--- config.mk ---
export PLATFORM = sky130hd
export DESIGN_NAME = rv_mdu
export DESIGN_NICKNAME = d
export VERILOG_FILES = /design/src/rtl/rv_mdu.sv
export SDC_FILE = /design/constraint.sdc
export NUM_CORES = 1
export LEC_CHECK = 0
export CORE_UTILIZATION = 55
export DETAILED_ROUTE_END_ITERATION = 8
export PLACE_DENSITY = 0.84
export SLEW_MARGIN = 20
export SYNTH_ARGS = -nofsm -noshare
export SYNTH_HDL_FRONTEND = slang
export SYNTH_SLANG_ARGS = --single-unit
--- constraint.sdc ---
create_clock -name clk -period 7.9 [get_ports clk]
set_clock_uncertainty 0.15 [all_clocks]
set_input_delay 1.185 -clock clk [delete_from_list [all_inputs] [get_ports clk]]
set_output_delay 1.185 -clock clk [all_outputs]
set_load 0.02 [all_outputs]
--- src/rtl/rv_mdu.sv ---
// rtl/rv_mdu.sv - iterative RV32M multiply/divide unit (shift-add multiplier, restoring divider)
module rv_mdu #(
   parameter int WIDTH = 32
) (
   input  logic             clk,
   input  logic             rst,
   input  logic             flush,
   input  logic             in_valid,
   output logic             in_ready,
   input  logic [2:0]       op,
   input  logic [WIDTH-1:0] a,
   input  logic [WIDTH-1:0] b,
   output logic             out_valid,
   input  logic             out_ready,
   output logic [WIDTH-1:0] result,
   output logic             busy
);

   localparam int CW = $clog2(WIDTH);

   localparam logic [1:0] IDLE = 2'd0;
   localparam logic [1:0] CALC = 2'd1;
   localparam logic [1:0] FIX  = 2'd2;
   localparam logic [1:0] DONE = 2'd3;

   logic [1:0]         state;
   logic [2:0]         op_q;
   logic [WIDTH-1:0]   mag_a;
   logic [WIDTH-1:0]   mag_b;
   logic               neg_a;
   logic               neg_b;
   logic [CW-1:0]      cnt;
   logic [2*WIDTH-1:0] acc;

   logic               a_signed;
   logic               b_signed;
   logic               a_neg;
   logic               b_neg;
   logic [WIDTH-1:0]   a_mag;
   logic [WIDTH-1:0]   b_mag;
   logic               div_zero;
   logic               div_ovf;
   logic [WIDTH-1:0]   special_res;

   logic [WIDTH:0]     mul_sum;
   logic [2*WIDTH-1:0] mul_next;
   logic [WIDTH:0]     div_sh;
   logic [WIDTH:0]     div_diff;
   logic [2*WIDTH-1:0] div_next;

   logic [2*WIDTH-1:0] prod;
   logic [WIDTH-1:0]   quo_s;
   logic [WIDTH-1:0]   rem_s;
   logic [WIDTH-1:0]   fix_res;

   // Operand decode on the accepting edge: magnitudes plus sign flags
   always_comb begin
      a_signed    = (op == 3'b001) || (op == 3'b010) || (op == 3'b100) || (op == 3'b110);
      b_signed    = (op == 3'b001) || (op == 3'b100) || (op == 3'b110);
      a_neg       = a_signed && a[WIDTH-1];
      b_neg       = b_signed && b[WIDTH-1];
      a_mag       = a_neg ? -a : a;
      b_mag       = b_neg ? -b : b;
      div_zero    = op[2] && (b == '0);
      div_ovf     = op[2] && !op[0] && (a == {1'b1, {(WIDTH-1){1'b0}}}) && (b == '1);
      special_res = '0;
      if (div_zero) begin
         special_res = op[1] ? a : '1;
      end else begin
         special_res = op[1] ? '0 : a;
      end
   end

   // acc holds {partial product, multiplier} or {remainder, dividend/quotient}
   always_comb begin
      mul_sum  = {1'b0, acc[2*WIDTH-1:WIDTH]} + (acc[0] ? {1'b0, mag_a} : '0);
      mul_next = {mul_sum, acc[WIDTH-1:1]};
      div_sh   = {acc[2*WIDTH-1:WIDTH], acc[WIDTH-1]};
      div_diff = div_sh - {1'b0, mag_b};
      if (div_diff[WIDTH]) begin
         div_next = {div_sh[WIDTH-1:0], acc[WIDTH-2:0], 1'b0};
      end else begin
         div_next = {div_diff[WIDTH-1:0], acc[WIDTH-2:0], 1'b1};
      end
   end

   always_comb begin
      prod  = (neg_a ^ neg_b) ? -acc : acc;
      quo_s = (neg_a ^ neg_b) ? -acc[WIDTH-1:0] : acc[WIDTH-1:0];
      rem_s = neg_a ? -acc[2*WIDTH-1:WIDTH] : acc[2*WIDTH-1:WIDTH];
      if (op_q[2]) begin
         fix_res = op_q[1] ? rem_s : quo_s;
      end else if (op_q[1:0] == 2'b00) begin
         fix_res = prod[WIDTH-1:0];
      end else begin
         fix_res = prod[2*WIDTH-1:WIDTH];
      end
   end

   always_ff @(posedge clk or posedge rst) begin
      if (rst) begin
         state  <= IDLE;
         op_q   <= '0;
         mag_a  <= '0;
         mag_b  <= '0;
         neg_a  <= 1'b0;
         neg_b  <= 1'b0;
         cnt    <= '0;
         acc    <= '0;
         result <= '0;
      end else if (flush) begin
         state <= IDLE;
         cnt   <= '0;
      end else begin
         case (state)
            IDLE: begin
               if (in_valid) begin
                  op_q  <= op;
                  mag_a <= a_mag;
                  mag_b <= b_mag;
                  neg_a <= a_neg;
                  neg_b <= b_neg;
                  cnt   <= '0;
                  acc   <= op[2] ? {{WIDTH{1'b0}}, a_mag} : {{WIDTH{1'b0}}, b_mag};
                  if (div_zero || div_ovf) begin
                     result <= special_res;
                     state  <= DONE;
                  end else begin
                     state <= CALC;
                  end
               end
            end
            CALC: begin
               acc <= op_q[2] ? div_next : mul_next;
               if (cnt == CW'(WIDTH-1)) begin
                  cnt   <= '0;
                  state <= FIX;
               end else begin
                  cnt <= cnt + 1'b1;
               end
            end
            FIX: begin
               result <= fix_res;
               state  <= DONE;
            end
            default: begin
               if (out_ready) begin
                  state <= IDLE;
               end
            end
         endcase
      end
   end

   assign in_ready  = (state == IDLE);
   assign busy      = (state != IDLE);
   assign out_valid = (state == DONE);

endmodule

* Yosys cells after proc, flatten, opt, wreduce, memory -nomap -nowiden
Index checks and enable logic that the tools add are counted.
Operators by class: bitwise logic cells 2, mux-type cells 30, add/sub/neg operators 8, reductions and logical operators 26, equality and inequality tests 14
Operators by type and width (number):
- $mux 32 | 14
- $mux 64 | 4
- $neg 32->32 | 4
- $pmux 64 s2 | 1
- $eq 32x32->1 const B | 2
- $neg 64->64 | 1
- $pmux 32 s2 | 1
- $add 32x32->33 | 1
- $sub 33x32->33 | 1
- $logic_not 32->1 | 1
- $mux 5 | 3
- $mux 2 | 5
- $pmux 5 s2 | 1
- $reduce_and 3->1 | 3
- $eq 3x3->1 const B | 2
- $logic_and 1x1->1 | 6
- $logic_or 1x1->1 | 6
- $ne 3x3->1 const B | 2
- $pmux 2 s3 | 1
- $reduce_bool 2->1 | 3
- $add 5x1->5 const B | 1
- $eq 5x5->1 const B | 1
- $reduce_bool 5->1 | 1
- $eq 2x2->1 const B | 2
- 12 further kinds | 13
Storage, ports and cells: word-level logic and storage cells 89, bits of input ports 72, output and inout port bits 35, register bits after elaboration 172

* Logic depth before layout (Yosys ltp)
depth in word-level cells 9, gate-level depth with buffers 15, mapped depth without buffers 13

* Worst setup path after synthesis
No wires, ideal clock.
kind reg-to-reg, start point reg acc[0], end point reg acc[60], stages on the path, launching flop included 15, setup time 0.136 ns, arrival 3.484 ns, setup slack 4.130 ns, buffers on the path 3, clock period less this slack 3.770 ns, required time 7.614 ns, cell sequence dfrtp_1 clkbuf_1 clkbuf_1 and2_1 ha_1 clkbuf_1 and3_1 and2_1 a221o_1 a2111oi_0 nor3_1 nor3_1 mux2_2 o21ai_0 o211ai_1
On the way: cells in the longest elaborated chain, start to end 4
Ends and longest elaborated chain:
- start, declared | RTL line 33 | logic [2*WIDTH-1:0] acc;
- start signal, assigned | RTL line 124 | acc <= op[2] ? {{WIDTH{1'b0}}, a_mag} : {{WIDTH{1'b0}}, b_mag};
- start signal, assigned | RTL line 134 | acc <= op_q[2] ? div_next : mul_next;
- $mux 32 | RTL line 76 | mul_sum = {1'b0, acc[2*WIDTH-1:WIDTH]} + (acc[0] ? {1'b0, mag_a} : '0);
- $add 32x32->33 | RTL line 76
- $mux 64 | RTL line 134
- $pmux 64 s2 | RTL line 115 | case (state)
Every way passes these cells. A chain may end at the register's enable or synchronous reset.

* Worst setup path after layout
Same ends and word-level chain as after synthesis.

==> flow_summary.toml <==
[synth]
syn_nets = 2338
syn_avg_cell_area_um2 = 7.53
yosysUniqueCellTypes = 79
synthArstFlopShare = 1.00
synthFlopType = "dfrtp_1"
ys_warn_count = 0
synthesis.area_um2 = 16500
yosysSeqAreaShare = 0.261
yosys_register_bits = 172
synth_edf_count = 0
syn_inst = 2189

[min_path]
hp-start = "mag_a[0]"
hp-class = "register to register"

[placement]
hpwl_um = 44700
post-place-ws_ns = 2.65
placed_cell_area_um2 = 17600
place.gp.congestion = 1.00
io_buffers = 106

[global_routing]
grt_pass1_wl_um = 91200
antenna_found_initial = 0
grt_use_total = 0.385
grt_max_degree = 110
first_global_vias = 15900
grt.overflow.total = 0

[layout]
final_common_cell = "nand2_1"
fin_area_um2 = 18200
final_cell_mix = "246 x nand2_1, 216 x nor2_1, 201 x o21ai_0"
drive_gt1_frac = 0.0518
fill_cells = 2593
syn2layout_area_growth_pct = 10.6
post-route-util = 0.617
nets = 2319
diodes = 0

[drt]
drc_errors = 0
antenna_left = 0
first_pass_iters = 7
viasPerCell = 6.75
wl_per_cell_um = 23.0
vias = 17400
drt_iter0_drc = 2375
drt-total-wl_um = 59300

[timing]
slew_viol_final = 0
max_freq_ghz = 0.200
finalCritPeriodShare = 0.632
slew_headroom = 0.260
setup_slack_ns = 2.91
min_period_ns = 4.99
worst_pin_slew_ns = 1.11
hold_viol = 0
fin_tns_setup_ns = 0
rsz0062_at_grt = "false"
finalSetupViolCount = 0

[critical_path]
arrival_ns = 5.15
crit_start = "acc[0]"
crit_family = "compound AO/OA/AOI/OAI gates"
critPathKind = "register to register"
endpoint_kind = "register"
rrSetupSlack_ns = 2.91
cp_num_buf_inv = 1
crit_path_start_kind = "register"
critPathSlowestCell = "dfrtp_1"
path_cells = "nand2_1 -> inv_1 -> ha_1 -> a21oi_1 -> o211ai_1 -> a221o_1 -> a2111oi_0 -> nor3_1 -> nor3_1 -> mux2_2 -> o21ai_0 -> o211ai_1"
worst-path-max-fanout = 37
slowest_delay_ns = 0.99
r2r_start = "acc[0]"
worstPathRequired_ns = 8.05

[pwr]
cellPowerDensity_nw_per_um2 = 434
p_leak_nw = 7.57
irDropWorstVdd_v = 0.000254

[die]
start_util = 0.558
core_region_area_um2 = 29600
rows = 63
ioPinCount = 107
fp.dieW_um = 175
die_y_um = 175
dieArea_um2 = 30700

[clock_tree]
cts.sinks = 172
cts_setup_buffers = 0
cts_tree = "yes"
cts.clk_slew.worst_paths_ns = 0.08
holdBufCountCts = 0
cts-root-buf = "clkbuf_16"
clock_path_buffers = 2
clock_latency_ns = 0.46
cts_resized = 0
h-tree-depth = 4
cts-buffers-inserted = 17

[job]
maxCapViolCount = 0

[run_status]
status = "completed"
## state kept, by name, summed over array words and instances, names as in the netlist
| name | cells |
|---|---|
| cnt | 5 |
| state | 2 |
| mag_b | 32 |
| neg_a | 1 |
| mag_a | 32 |
| acc | 64 |
| result | 32 |
| neg_b | 1 |
| op_q | 3 |
## worst min-delay path, stage by stage (launching register included)
cell and delay, ns:
dfrtp_1 0.35, nand2_1 0.04, o21ai_0 0.06
## cell type report
class | count | area [µm²] | area share
inverter | 70 | 270 | 0.0148
timing repair buffer | 126 | 1210 | 0.0661
sequential | 172 | 4310 | 0.236
clock buffer | 17 | 425 | 0.0233
multi-input combinational | 1783 | 11400 | 0.622
tap | 390 | 488 | 0.0267
clock inverter | 15 | 196 | 0.0108
## synthesized netlist by cell type (all sizes together) (47+ instances only)
| cell | count | share of area |
|---|---|---|
| a21oi | 193 | 0.059 |
| clkbuf | 137 | 0.031 |
| dfrtp | 172 | 0.26 |
| ha | 75 | 0.057 |
| inv | 70 | 0.016 |
| mux2i | 51 | 0.031 |
| nand2 | 246 | 0.056 |
| nor2 | 217 | 0.049 |
| nor3 | 47 | 0.015 |
| o21ai | 213 | 0.065 |
| xnor2 | 99 | 0.053 |
| xor2 | 87 | 0.046 |
## power by group
part           leakage (nW)  internal [mW]  total [mW]  switching (mW)
registers              2.18           1.24        1.89           0.650
logic                  5.08           1.95        5.13            3.19
clock network         0.303          0.459       0.903           0.444
total                  7.57           3.64        7.93            4.28
## kinds of logic (layout without fill, tap and decap cells)
family | Yosys count | after routing | synth area share
simple gates | 750 | 750 | 0.217
fa+ha+maj | 77 | 77 | 0.0593
compound gates | 696 | 696 | 0.262
flops | 172 | 172 | 0.261
mux | 74 | 74 | 0.0467
buf+inv | 234 | 228 | 0.0549
xor+xnor | 186 | 186 | 0.0988
## path summary, 6_finish.rpt
kind | end | cells past startpoint
worst min register to register | mag_a[0] | 2
worst max register to register | acc[60] | 12
worst max-delay path | acc[60] | 12
max in group asynchronous | op_q[2] | 3
min in group asynchronous | mag_b[4] | 2
worst min-delay path | mag_a[0] | 2
## per-stage QoR
stage / hold slack [ns] / std cells / power (mW)
after global routing: 0.353 / 2573 / 8.41
final: 0.331 / 2573 / 7.93
after detailed placement: 0.313 / 2541 / 6.81
after global placement: 0.303 / 2541 / 6.70
after CTS: 0.330 / 2573 / 7.72
after floorplan: 0.292 / 2189 / 5.41
## routing by layer
layer / wire length, µm / vias to the layer above / GRT usage
met5: 0 / - / 0
met4: 3750 / 0 / 0.209
met3: 6430 / 251 / 0.0883
met2: 25200 / 1151 / 0.581
met1: 23900 / 8139 / 0.510
li1: - / 7834 / -
(Power assumes the default switching activity.)
